### config.mk
export PLATFORM = sky130hd
export DESIGN_NAME = elevator_call_panel
export DESIGN_NICKNAME = d
export VERILOG_FILES = /design/src/rtl/elevator_call_panel.sv
export SDC_FILE = /design/constraint.sdc
export NUM_CORES = 1
export LEC_CHECK = 0
export BUFFER_PORTS_ARGS = -buffer_cell sky130_fd_sc_hd__buf_2
export CELL_PAD_IN_SITES_DETAIL_PLACEMENT = 0
export CELL_PAD_IN_SITES_GLOBAL_PLACEMENT = 1
export CORE_ASPECT_RATIO = 1.5
export CORE_MARGIN = 5
export CORE_UTILIZATION = 45
export DETAILED_ROUTE_END_ITERATION = 7
export GPL_TIMING_DRIVEN = 0
export PLACE_DENSITY_LB_ADDON = 0.15
export SKIP_LAST_GASP = 1
export SYNTH_ARGS = -nofsm -noshare
export SYNTH_HDL_FRONTEND = slang
export SYNTH_SLANG_ARGS = --single-unit
export TNS_END_PERCENT = 30
### constraint.sdc
create_clock -name clk -period 4.8 [get_ports clk]
set_clock_uncertainty 0.1 [all_clocks]
set_input_delay 0.24 -clock clk [delete_from_list [all_inputs] [get_ports clk]]
set_output_delay 0.24 -clock clk [all_outputs]
set_load 0.005 [all_outputs]
### src/rtl/elevator_call_panel.sv
// elevator_call_panel: request-side initiator for the elevator controller.
// Captures button rising edges into a pending set, picks the next floor
// round-robin, shifts it out as a framed serial request on in_out, then
// waits for the controller's green lamp (served) or gives up after a
// bounded number of non-busy cycles (timeout).

// One floor's button capture: edge detect plus the sticky pending bit.
module elevator_call_slot (
    input  logic clk,
    input  logic reset,
    input  logic btn,
    input  logic clr,
    output logic pend
);

    logic btn_q;

    // A new press sets the bit; an ack clears it, but a press in the same
    // cycle as the ack wins so the second request is not lost.
    always_ff @(posedge clk) begin
        if (reset) begin
            btn_q <= 1'b0;
            pend  <= 1'b0;
        end else begin
            btn_q <= btn;
            pend  <= (btn & ~btn_q) | (pend & ~clr);
        end
    end

endmodule

module elevator_call_panel #(
    parameter int FLOORS      = 4,
    parameter int FLOOR_W     = 2,
    parameter int ACK_TIMEOUT = 16
) (
    input  logic               clk,
    input  logic               reset,
    input  logic [FLOORS-1:0]  btn,
    input  logic               r_in,
    input  logic               g_in,
    output logic               in_out,
    output logic [FLOORS-1:0]  pending,
    output logic [FLOOR_W-1:0] cur_floor,
    output logic               busy,
    output logic               served,
    output logic               timeout
);

    localparam int CNT_W = $clog2(ACK_TIMEOUT) + 1;

    typedef enum logic [2:0] {
        IDLE,
        START,
        DATA,
        STOP,
        WAIT_ACK
    } state_t;

    state_t             state;
    logic [FLOOR_W-1:0] sel;
    logic [FLOOR_W-1:0] last_sel;
    logic [FLOOR_W-1:0] shreg;
    logic [FLOOR_W-1:0] bit_cnt;
    logic [CNT_W-1:0]   ack_cnt;

    logic               ack_hit;
    logic [FLOORS-1:0]  clr_mask;
    logic [FLOOR_W-1:0] pick;
    logic               pick_found;

    // Green only counts while we are actually waiting for it.
    assign ack_hit = (state == WAIT_ACK) && g_in;

    genvar gi;
    generate
        for (gi = 0; gi < FLOORS; gi++) begin : g_slot
            assign clr_mask[gi] = ack_hit && (sel == FLOOR_W'(gi));

            elevator_call_slot u_slot (
                .clk   (clk),
                .reset (reset),
                .btn   (btn[gi]),
                .clr   (clr_mask[gi]),
                .pend  (pending[gi])
            );
        end
    endgenerate

    // Round-robin pick: first pending floor after the last one served,
    // wrapping modulo FLOORS, so the last served floor is checked last.
    always_comb begin
        int                 idx;
        logic [FLOOR_W-1:0] cand;
        pick       = '0;
        pick_found = 1'b0;
        idx        = 0;
        cand       = '0;
        for (int k = 1; k <= FLOORS; k++) begin
            idx = int'(last_sel) + k;
            if (idx >= FLOORS) idx = idx - FLOORS;
            cand = FLOOR_W'(idx);
            if (!pick_found && pending[cand]) begin
                pick_found = 1'b1;
                pick       = cand;
            end
        end
    end

    // Request FSM: frame = START(1) + floor MSB-first + STOP(0), then wait
    // for green or time out. All outputs are registered alongside state.
    always_ff @(posedge clk) begin
        if (reset) begin
            state     <= IDLE;
            sel       <= '0;
            last_sel  <= FLOOR_W'(FLOORS - 1);
            shreg     <= '0;
            bit_cnt   <= '0;
            ack_cnt   <= '0;
            in_out    <= 1'b0;
            cur_floor <= '0;
            busy      <= 1'b0;
            served    <= 1'b0;
            timeout   <= 1'b0;
        end else begin
            served  <= 1'b0;
            timeout <= 1'b0;
            case (state)
                IDLE: begin
                    in_out <= 1'b0;
                    // Controller busy holds us off; presses keep latching.
                    if (pick_found && !r_in) begin
                        sel      <= pick;
                        last_sel <= pick;
                        state    <= START;
                        busy     <= 1'b1;
                        in_out   <= 1'b1;
                    end
                end
                START: begin
                    state   <= DATA;
                    in_out  <= sel[FLOOR_W-1];
                    shreg   <= sel << 1;
                    bit_cnt <= FLOOR_W'(FLOOR_W - 1);
                end
                DATA: begin
                    if (bit_cnt == '0) begin
                        state  <= STOP;
                        in_out <= 1'b0;
                    end else begin
                        in_out  <= shreg[FLOOR_W-1];
                        shreg   <= shreg << 1;
                        bit_cnt <= bit_cnt - 1'b1;
                    end
                end
                STOP: begin
                    state   <= WAIT_ACK;
                    in_out  <= 1'b0;
                    ack_cnt <= '0;
                end
                WAIT_ACK: begin
                    in_out <= 1'b0;
                    if (g_in) begin
                        served    <= 1'b1;
                        cur_floor <= sel;
                        state     <= IDLE;
                        busy      <= 1'b0;
                    end else if (!r_in) begin
                        // Only idle-lamp cycles count toward the timeout.
                        if (ack_cnt == CNT_W'(ACK_TIMEOUT - 1)) begin
                            timeout <= 1'b1;
                            state   <= IDLE;
                            busy    <= 1'b0;
                            ack_cnt <= '0;
                        end else begin
                            ack_cnt <= ack_cnt + 1'b1;
                        end
                    end
                end
                default: begin
                    state  <= IDLE;
                    busy   <= 1'b0;
                    in_out <= 1'b0;
                end
            endcase
        end
    end

endmodule
# After elaboration in Yosys (flattened, before gate mapping)
# Index checks and enable logic that the tools add are counted.
[totals]
reg_bits = 30
latch_bits = 0
mem_bits_rw = 0
mem_bits_ro = 0
output_inout_bits = 10
elab_cells = 145
n_memories = 0
[classes]
n_addsub = 10
multipliers = 0
div = 0
magnitude_cmp = 8
n_eq_ne = 15
shifts = 0
mux = 44
bitwise_logic = 22
reduce_logical = 27
[ops]
columns = ["op", "n"]
rows = [
  ["$mux 2", 10],
  ["$mux 1", 16],
  ["$mux 3", 5],
  ["$mux 5", 3],
  ["$pmux 3 s5", 1],
  ["$lt 2x3->1 const B", 4],
  ["$ne 2x2->1 const B", 5],
  ["$not 1->1", 10],
  ["$pmux 5 s2", 1],
  ["$sub 2x1->2 const B", 5],
  ["$ge 3x3->1 const B", 3],
  ["$logic_and 1x1->1", 9],
  ["$and 1x1->1", 8],
  ["$bmux 1 s2", 4],
  ["$pmux 2 s2", 2],
  ["$reduce_and 4->1", 2],
  ["$add 2x2->3 const B", 2],
  ["$eq 3x2->1 const B", 2],
  ["$pmux 1 s3", 2],
  ["$reduce_and 2->1", 3],
  ["$add 5x1->5 const B", 1],
  ["$eq 5x4->1 const B", 1],
  ["$add 2x3->4 const B", 1],
  ["$eq 2x2->1 const B", 2],
  ["16 further kinds", 24],
]

# Depth between registers and ports, before layout
# Gate-level depths: netlist of the first run.
[logic_depth]
depth_word = 18
ltp_mapped = 6
ltp_nobuf = 6

# Modules after synthesis
# Synthesis of the first run repeated with hierarchy kept, for this count alone.
[unflattened]
cells_unflattened = 152
area_unflattened_um2 = 1316.3
[by_module_without_submodules]
columns = ["mod", "instances", "cells_each", "area_per_inst_um2"]
rows = [
  ["elevator_call_panel", 1, 128, 1046.0],
  ["elevator_call_slot", 4, 6, 67.6],
]

# Least setup slack after synthesis of the first run
# OpenSTA, ideal clock, no wires.
[synth_timing]
kind = "flip-flop to flip-flop"
startpoint = "register state[1]"
endpoint = "register last_sel[0]"
setup_ns = 0.123
t_arrival_ns = 1.421
required_ns = 4.577
slack_ns = 3.156
stages_incl_launch_ff = 6
period_less_slack_ns = 1.644
path_cell_list = "dfxtp_1 buf_6 or2_4 or4_4 nor4_4 o21bai_1"
[synth_via]
elab_chain_len = 2
[synth_lines]
columns = ["item", "line_no", "text"]
rows = [
  ["from (decl)", "60", "state_t state;"],
  ["from (signal assigned)", "114", "state <= IDLE;"],
  ["from (signal assigned)", "135", "state <= START;"],
  ["from (signal assigned)", "141", "state <= DATA;"],
  ["$logic_not 3->1", "128", "case (state)"],
  ["$reduce_and 2->1 (no source line)", "n/a", ""],
  ["to (signal assigned)", "116", "last_sel <= FLOOR_W'(FLOORS - 1);"],
  ["to (signal assigned)", "134", "last_sel <= pick;"],
  ["to (decl)", "62", "logic [FLOOR_W-1:0] last_sel;"],
]
# No other way between the ends.
# A chain may end at the register's enable or synchronous reset.

# Worst setup path in the final report of the first run
[layout_timing]
startpoint = "register state[0]"
endpoint = "register ack_cnt[2]"
[layout_via]
elab_chain_len = 3
[layout_lines]
columns = ["item", "line_no", "text"]
rows = [
  ["$eq 3x3->1 or $eq 3x2->1 (tied branches)", "128", ""],
  ["$ne 2x2->1 (no source line) or $reduce_bool 2->1 (tied branches)", "n/a", ""],
  ["$reduce_and 3->1 (no source line)", "n/a", ""],
  ["to (signal assigned)", "176", "ack_cnt <= ack_cnt + 1'b1;"],
  ["to (decl)", "65", "logic [CNT_W-1:0] ack_cnt;"],
]
# Parallel ways exist; a longest one is shown, timed or not.

==> qor.yml, run 1 <==
outcome:
  outcome: "complete, no violations"
clock_tree:
  cts_resized: 0
  cts.reportedPaths.clkPinSlew_ns: 0.06
  post_cts_buffers: 0
  cts_root_buf: "clkbuf_8"
  cts_inserted_buffers: 5
  cts.sinks: 29
  clockBufferDepth: 2
  htreeDepth: 2
  cts_tree: "yes"
  ctsHoldBuffers: 0
  clkLatencyLatePin_ns: 0.28
layout:
  area_delta_synth_final_pct: 16.57
  final_net_count: 186
  drive_gt1_share_pct: 20.45
  layout_commonest_cell: "dfxtp_1"
  layout_common_cells: "29 x dfxtp_1, 18 x buf_2, 14 x a21oi_1"
  final.fill_count: 312
  antenna_cells: 0
  fin_cells: 215
  multiInputGateArea_um2: 668.1
  seqCellArea_um2: 580.6
  fin_util_pct: 53.73
synth:
  ys_types: 41
  yosys_warnings: 0
  synthFlopType: "dfxtp_1"
  synth-seq-cells: 29
  synth_edf_count: 0
  netlist_instances: 152
  async_flop_share_pct: 0
  synth_fp_nets: 162
  synth_seq_area_share_pct: 43.69
  syn_area_per_cell_um2: 8.742
  syn_area_um2: 1329
grt:
  overflow: 0
  grt_pass1_vias: 1153
  grt_max_degree: 11
  antenna_found_initial: 0
  grt_use_total_pct: 16.31
  grt_pass1_wl_mm: 4.988
placement:
  io_buffers: 17
  place_inst: 208
  dp_hpwl_mm: 2.118
  gp_congestion: 0.7879
drt:
  wl_met2_mm: 1.398
  wl_mm: 2.910
  num_vias: 1178
  drc: 0
  routed_via_density: 5.479
  final_antenna_net_count: 0
  firstDrtPassIters: 4
  wl_met3_um: 146
  drtIter0Drc: 41
  dr.max_layer_used: "met4"
  wire_per_inst_um: 13.53
  wl_met1_mm: 1.250
power_and_ir_drop:
  power_w: 0.0005906
  p_leak_nw: 0.5950
  peakVddDrop_mv: 0.3045
  powerDensity_nw_per_um2: 381.3
sta:
  max-slew-margin-rel_pct: 60.95
  setup_violations: 0
  fin_crit_ns: 1.771
  hold_viol_final: 0
  fin_crit_sh_pct: 36.90
  fmax_ghz: 0.5645
  setup_tns_ns: 0
  tightest_slew_ns: 0.5775
  rsz0062_at_grt: "no"
  slew_viol_final: 0
  whs_ns: 0.08691
worst_setup_path:
  worstSetupStartpointType: "flip-flop"
  endpoint_kind: "flip-flop"
  crit_chain: "clkbuf_1 > nor2b_1 > a221oi_1 > o21ai_0 > o21ai_0"
  cp_slowest_cell: "dfxtp_1"
  cp_max_fo: 10
  worstPathRequired_ns: 4.86
  cp_top_family: "compound AO/OA/AOI/OAI gates"
  crit_buf_inv: 1
  slowest_delay_ns: 0.38
  crit_type: "flip-flop to flip-flop"
  arrival_ns: 1.83
  cpMostUsedCell: "o21ai_0"
die:
  chipHeight_um: 76.55
  dieArea_um2: 4162
  rows: 24
  start_util_pct: 46.09
  ios: 18
  die_w_um: 54.37
  core_area_um2: 2883
min_path:
  hp-class: "input pin to flip-flop"
flow_run:
  maxCapViolations: 0
[synth_stat cells (2+ instances only)]
cell type	number	area share, %
a211oi_1	2	1.1
a21oi_1	14	5.3
buf_4	4	2.3
clkbuf_1	5	1.4
dfxtp_1	29	44
ha_1	2	1.9
inv_1	4	1.1
nand2_1	10	2.8
nand2b_1	8	3.8
nand3_1	9	3.4
nor2_1	12	3.4
nor2b_1	5	2.4
nor3_1	5	1.9
nor3b_1	2	1.1
nor4_1	2	0.94
o21ai_0	9	3.4
o21bai_1	2	1.1
o22a_1	2	1.3
o22ai_1	2	0.94
o31ai_1	3	1.7
[final cells by class]
type                    count  area share [%]
inverters                   4          0.9693
plain buffers              11           4.200
flip-flops and latches     29           37.48
well taps                  39           3.150
repair buffers             17           5.493
multi-input cells         108           43.13
clock buffers               7           5.573
[through the flow]
step	setup WS, ns	instance area, µm²
6_report	3.029	1549
5_1_grt	2.754	1549
4_1_cts	3.016	1549
3_5_place_dp	3.035	1463
3_3_place_gp	3.057	1463
2_1_floorplan	3.156	1329
[path summary, 6_finish.rpt]
check | to | slack (ns) | start | cells after the start
setup / recovery | ack_cnt[2] | 3.03 | state[0] | 5
hold / removal | g_slot[2].u_slot.btn_q | 0.09 | btn[2] | 2
setup reg to reg | ack_cnt[2] | 3.03 | state[0] | 5
hold reg to reg | cur_floor[0] | 0.36 | cur_floor[0] | 2
[kinds of logic (layout without fill, tap and decap cells)]
| kind of cell | count (synthesis) | count (layout) | share of synthesized area [%] |
|---|---|---|---|
| AND/OR/NAND/NOR | 64 | 64 | 28.44 |
| adder cells (fa/ha/maj) | 2 | 2 | 1.883 |
| XOR/XNOR | 1 | 1 | 0.6593 |
| buffers and inverters | 15 | 39 | 6.026 |
| multiplexers | 1 | 1 | 0.7533 |
| AO/OA/AOI/OAI | 40 | 40 | 18.55 |
| flip-flops | 29 | 29 | 43.69 |
[routing by layer]
layer	vias to the layer above	global-route usage (%)
met5	-	0
met2	26	24.10
met1	551	18.69
li1	590	-
met3	11	5.479
met4	0	11.72
[state kept, by name, indices dropped and copies added (netlist names)]
register             count
busy                     1
g_slot.u_slot.btn_q      4
served                   1
cur_floor                2
state                    3
ack_cnt                  5
g_slot.u_slot.pend       4
shreg                    1
sel                      2
in_out                   1
last_sel                 2
bit_cnt                  2
timeout                  1
[power breakdown]
part	internal, W	leakage, nW	switching [W]	total, W
clock network	0.000113	0.0443	0.0000862	0.000200
logic	0.0000532	0.313	0.0000596	0.000113
registers	0.000260	0.238	0.0000178	0.000278
total	0.000427	0.595	0.000164	0.000591
(Power assumes the default switching activity.)
==> run 2, diff against run 1 <==
--- a/config.mk
+++ b/config.mk
@@ -10,7 +10,7 @@
 export CELL_PAD_IN_SITES_GLOBAL_PLACEMENT = 1
 export CORE_ASPECT_RATIO = 1.5
 export CORE_MARGIN = 5
-export CORE_UTILIZATION = 45
+export CORE_UTILIZATION = 42
 export DETAILED_ROUTE_END_ITERATION = 7
 export GPL_TIMING_DRIVEN = 0
 export PLACE_DENSITY_LB_ADDON = 0.15
==> constraint.sdc (replaced) <==
create_clock -name clk -period 1.67 [get_ports clk]
set_clock_uncertainty 0.1 [all_clocks]
set_input_delay 0.0835 -clock clk [delete_from_list [all_inputs] [get_ports clk]]
set_output_delay 0.0835 -clock clk [all_outputs]
set_load 0.005 [all_outputs]
==> run 2 against run 1 <==
Critical path depth stayed put. Final area increased by 6.6%. Register-to-register slack worse by 3.0 ns. Hold slack got worse by 0.061 ns. Wire length is 4.3% higher. Die area increased by 6.0%. Non-clock buffer count grew 6.
==> qor.yml, run 2 (synthesis gave the netlist of run 1 again) <==
worst_setup_path:
  r2r_slack_ns: 0.01
  cp_max_fo: 8
  crit_chain: "buf_6 > or2_4 > or4_4 > nor4_4 > a211oi_1"
  crit_start: "state[1]"
  endpoint_kind: "flip-flop"
  slowest_delay_ns: 0.47
  r2r_start: "state[1]"
  worstSetupStartpointType: "flip-flop"
  crit_type: "flip-flop to flip-flop"
  r2r-end: "sel[0]"
  worstPathRequired_ns: 1.71
  worstSetupEndpoint: "sel[0]"
  reg2regPathDepth: 5
  cp_slowest_cell: "or4_4"
  arrival_ns: 1.69
drt:
  drc: 0
  drtIter0Drc: 14
  num_vias: 1180
  final_antenna_net_count: 0
  wl_met1_mm: 1.256
  wl_mm: 3.036
  wl_met3_um: 131
  wl_met2_mm: 1.583
  dr.max_layer_used: "met4"
  firstDrtPassIters: 4
  routed_via_density: 5.291
  wire_per_inst_um: 13.61
power_and_ir_drop:
  p_leak_nw: 0.6407
  peakVddDrop_mv: 0.7985
  p_int_w: 0.001284
  switchingPower_w: 0.0004926
  comb_power_share_pct: 19.5
  netSwitchingFraction_pct: 27.72
  powerDensity_nw_per_um2: 1076
  clockPowerShare_pct: 35.5
  power_w: 0.001777
  share_seq_of_total_power_pct: 45.0
die:
  ios: 18
  core_area_um2: 3097
  rows: 25
  dieArea_um2: 4412
  chipHeight_um: 78.89
  die_w_um: 55.93
  start_util_pct: 42.91
outcome:
  outcome: "complete, no violations"
sta:
  hold_viol_final: 0
  setup_violations: 0
  slew_viol_final: 0
  whs_ns: 0.02593
  max-slew-margin-rel_pct: 63.24
  tightest_slew_ns: 0.5514
  fin_crit_ns: 1.655
  rsz0062_at_grt: "yes"
  fin_crit_sh_pct: 99.10
  fmax_ghz: 0.6042
placement:
  dp_hpwl_mm: 2.189
  io_buffers: 17
  placed_cell_area_um2: 1464
  gp_congestion: 0.7360
clock_tree:
  clockBufferDepth: 2
  cts_root_buf: "clkbuf_8"
  cts_tree: "yes"
  htreeDepth: 2
  cts.sinks: 29
  cts_inserted_buffers: 5
  clkLatencyLatePin_ns: 0.28
  cts.reportedPaths.clkPinSlew_ns: 0.06
layout:
  design_area_um2: 1652
  area_delta_synth_final_pct: 24.29
  top_regs: "ack_cnt (5), g_slot.u_slot.btn_q (4), g_slot.u_slot.pend (4)"
  layout_commonest_cell: "dfxtp_1"
  layout_common_cells: "29 x dfxtp_1, 19 x buf_2, 14 x a21oi_1"
  antenna_cells: 0
  largest_register_ffs: 5
  final_net_count: 192
  drive_gt1_share_pct: 24.04
  final.fill_count: 304
  regMostFlops: "ack_cnt"
grt:
  grt_pass1_vias: 1151
  antenna_found_initial: 0
  grt_pass1_wl_mm: 5.292
  grt_max_degree: 11
  overflow: 0
  grt_use_total_pct: 15.40
min_path:
  hp-class: "input pin to flip-flop"
flow_run:
  maxCapViolations: 0
[run 2: cell types whose count changed in the layout (fill, tap and decap cells not counted), sizes merged]
cell / delta
clkbuf: -1
buf: +3
clkinv: +1
dlygate4sd3: +4
[run 2: worst min-delay path by stage]
stage,from,endpoint,slack [ns],cells past startpoint
after floorplan,btn[0],g_slot[0].u_slot.btn_q,0.11,1
after global placement,btn[3],g_slot[3].u_slot.btn_q,0.21,2
after detailed placement,btn[0],g_slot[0].u_slot.btn_q,0.22,2
after CTS,reset,state[2],0.02,3
after global routing,reset,state[2],0.05,3
final,g_in,cur_floor[0],0.03,3
[run 2: power by group through the flow]
stage / registers [W] / clock network, W / logic [W]
after floorplan: 0.000800 / 0 / 0.000251
after global placement: 0.000810 / 0 / 0.000322
after detailed placement: 0.000814 / 0 / 0.000326
after CTS: 0.000799 / 0.000655 / 0.000338
after global routing: 0.000809 / 0.000684 / 0.000392
final: 0.000800 / 0.000630 / 0.000347
[run 2: repair_timing]
action | CTS | global route
pin swaps | 0 | 2
resized for setup | 2 | 5
endpoints found under the hold margin | 8 | 0
setup endpoints to repair | 8 | 12
buffers inserted | 0 | 2
hold buffers | 4 | 0
gates cloned | 0 | 0
[run 2: metal layers]
| metal | track usage, % | vias to the layer above |
|---|---|---|
| met4 | 9.264 | 0 |
| met1 | 16.95 | 543 |
| li1 | - | 606 |
| met3 | 3.740 | 6 |
| met5 | 0 | - |
| met2 | 26.54 | 25 |
[run 2: worst max-delay path: cells and delay by family, from the launching register on]
| kind | cells | cell delay (ns) |
|---|---|---|
| AOI/OAI and AO/OA | 1 | 0.08 |
| buffers and inverters | 1 | 0.14 |
| DFF | 1 | 0.30 |
| and+or+nand+nor | 3 | 0.90 |
[run 2: cell type report]
class,count,area (µm²),area share [%]
multi-input cells,108,698.2,42.27
flip-flops and latches,29,580.6,35.15
repair buffers,23,140.1,8.485
clock buffers,7,96.34,5.833
plain buffers,11,66.31,4.015
well taps,40,50.05,3.030
inverters,4,15.01,0.9091
clock inverters,1,5.005,0.3030
[run 2: per-stage QoR]
step | TNS, ns | cells | util [%] | setup WS, ns
2_1_floorplan | 0 | 152 | - | 0.02632
3_3_place_gp | -0.3232 | 209 | 47.27 | -0.1082
3_5_place_dp | -0.3831 | 209 | 47.27 | -0.1540
4_1_cts | -0.1170 | 221 | 52.08 | -0.05740
5_1_grt | -0.3266 | 223 | 53.33 | -0.1010
6_report | 0 | 223 | 53.33 | 0.01495
==> run 3, diff against run 2 <==
--- a/config.mk
+++ b/config.mk
@@ -6,7 +6,7 @@
 export NUM_CORES = 1
 export LEC_CHECK = 0
 export BUFFER_PORTS_ARGS = -buffer_cell sky130_fd_sc_hd__buf_2
-export CELL_PAD_IN_SITES_DETAIL_PLACEMENT = 0
+export CELL_PAD_IN_SITES_DETAIL_PLACEMENT = 1
 export CELL_PAD_IN_SITES_GLOBAL_PLACEMENT = 1
 export CORE_ASPECT_RATIO = 1.5
 export CORE_MARGIN = 5
==> constraint.sdc (replaced) <==
create_clock -name clk -period 1.78 [get_ports clk]
set_clock_uncertainty 0.1 [all_clocks]
set_input_delay 0.089 -clock clk [delete_from_list [all_inputs] [get_ports clk]]
set_output_delay 0.089 -clock clk [all_outputs]
set_load 0.005 [all_outputs]
==> run 3 against run 2 <==
Clock power fell by 5.6%. Maximum frequency fell by 0.47%. Register-to-register slack improved by 0.10 ns. Global-route usage rose by 1.8 points. Sequential share of layout area rose by 0.65 points. Non-clock buffer count fell by 2. Die area did not move. Power fell by 5.8%. Final area fell by 1.8%. Largest power group unchanged.
==> qor.yml, run 3 (synthesis gave the netlist of run 1 again) <==
outcome:
  outcome: "complete, no violations"
die:
  die_w_um: 55.93
  core_area_um2: 3097
  start_util_pct: 42.91
  chipHeight_um: 78.89
  rows: 25
  dieArea_um2: 4412
  ios: 18
sta:
  slew_viol_final: 0
  tightest_slew_ns: 0.5347
  setup_violations: 0
  rsz0062_at_grt: "yes"
  fin_crit_sh_pct: 93.42
  fmax_ghz: 0.6013
  setup_tns_ns: 0
  hold_viol_final: 0
  fin_crit_ns: 1.663
  max-slew-margin-rel_pct: 64.06
layout:
  fin_util_pct: 52.36
  largest_register_ffs: 5
  top_regs: "ack_cnt (5), g_slot.u_slot.btn_q (4), g_slot.u_slot.pend (4)"
  layout_commonest_cell: "dfxtp_1"
  layout_common_cells: "29 x dfxtp_1, 18 x buf_2, 14 x a21oi_1"
  final_net_count: 190
  area_delta_synth_final_pct: 22.03
  drive_gt1_share_pct: 22.65
  antenna_cells: 0
  regMostFlops: "ack_cnt"
min_path:
  holdPathStages: 3
  min_from: "g_in"
  min_to: "cur_floor[0]"
  hp-class: "input pin to flip-flop"
worst_setup_path:
  worstPathRequired_ns: 1.85
  endpoint_kind: "flip-flop"
  reg2regPathDepth: 5
  cp_max_fo: 8
  r2r-end: "last_sel[0]"
  arrival_ns: 1.73
  crit_type: "flip-flop to flip-flop"
  worstSetupStartpointType: "flip-flop"
  r2r_start: "state[1]"
  r2r_slack_ns: 0.12
grt:
  grt_pass1_wl_mm: 5.899
  grt_use_total_pct: 17.16
  antenna_found_initial: 0
  overflow: 0
  grt_pass1_vias: 1280
  grt_max_degree: 11
power_and_ir_drop:
  powerDensity_nw_per_um2: 1032
  power_w: 0.001673
  peakVddDrop_mv: 0.5394
  p_leak_nw: 0.6250
clock_tree:
  cts.reportedPaths.clkPinSlew_ns: 0.06
  cts_inserted_buffers: 5
  clkLatencyLatePin_ns: 0.28
  cts.sinks: 29
  cts_tree: "yes"
  htreeDepth: 2
  cts_root_buf: "clkbuf_8"
  post_cts_buffers: 0
  clockBufferDepth: 2
drt:
  wl_mm: 3.389
  firstDrtPassIters: 4
  num_vias: 1224
  final_antenna_net_count: 0
  wire_per_inst_um: 15.33
  routed_via_density: 5.538
  drc: 0
  drtIter0Drc: 27
placement:
  io_buffers: 17
  gp_congestion: 0.7360
  dp_hpwl_mm: 2.539
flow_run:
  maxCapViolations: 0
run 3: changes by cell type in the layout (fill, tap and decap cells not counted), sizes merged:
cell    change
buf         -3
clkbuf      +1
run 3: final cells by class:
type                       count  area (µm²)
sequential                    29       580.6
buffer                        11       66.31
inverter                       4       15.01
multi-input combinational    108       683.2
tap                           40       50.05
clock inverter                 1       5.005
fill                         376        1475
clock buffer                   7       96.34
timing repair buffer          21       125.1
run 3: worst max path at each step:
stage,from,to,slack [ns],depth (start not counted)
global route,state[0],ack_cnt[2],-0.04,5
global placement,state[0],ack_cnt[3],0.002,5
CTS,state[1],g_slot[0].u_slot.pend,0.04,5
finish,state[1],last_sel[0],0.12,5
detailed placement,state[0],ack_cnt[3],-0.05,4
floorplan,state[1],last_sel[0],0.14,5
run 3: layer usage:
| metal | track usage [%] | routed length, µm | up-vias |
|---|---|---|---|
| li1 | - | - | 598 |
| met1 | 17.44 | 1353 | 589 |
| met2 | 31.28 | 1811 | 26 |
| met3 | 4.228 | 109 | 11 |
| met4 | 10.21 | 115 | 0 |
| met5 | 0 | 0 | - |
run 3: worst max-delay path, stage by stage, from the launching register on:
cell and delay, ns:
dfxtp_1 0.31, buf_6 0.13, or2_4 0.26, or4_4 0.47, nor4_4 0.18, o21bai_1 0.10
run 3: power by group:
group	switching (W)	internal [W]	total, W
Clock	0.000246	0.000349	0.000595
Sequential	0.0000510	0.000702	0.000753
Combinational	0.000174	0.000152	0.000326
Total	0.000471	0.00120	0.00167
run 3: what timing repair did:
| action | 4_1_cts | 5_1_grt |
|---|---|---|
| resized for setup | 2 | 2 |
| hold buffers | 4 | 0 |
| endpoints found under the setup margin | 2 | 8 |
| hold endpoints to repair | 8 | 0 |
| pin swaps | 0 | 1 |
run 3: stage by stage:
step | instances | setup slack (ns) | hold slack (ns) | cell area, µm²
after detailed placement | 209 | -0.04546 | 0.2240 | 1464
after CTS | 221 | 0.03571 | 0.01708 | 1613
final | 221 | 0.1171 | 0.02559 | 1622
after global placement | 209 | 0.001758 | 0.2164 | 1464
after global routing | 221 | -0.03584 | 0.05459 | 1622
after floorplan | 152 | 0.1363 | 0.1172 | 1329
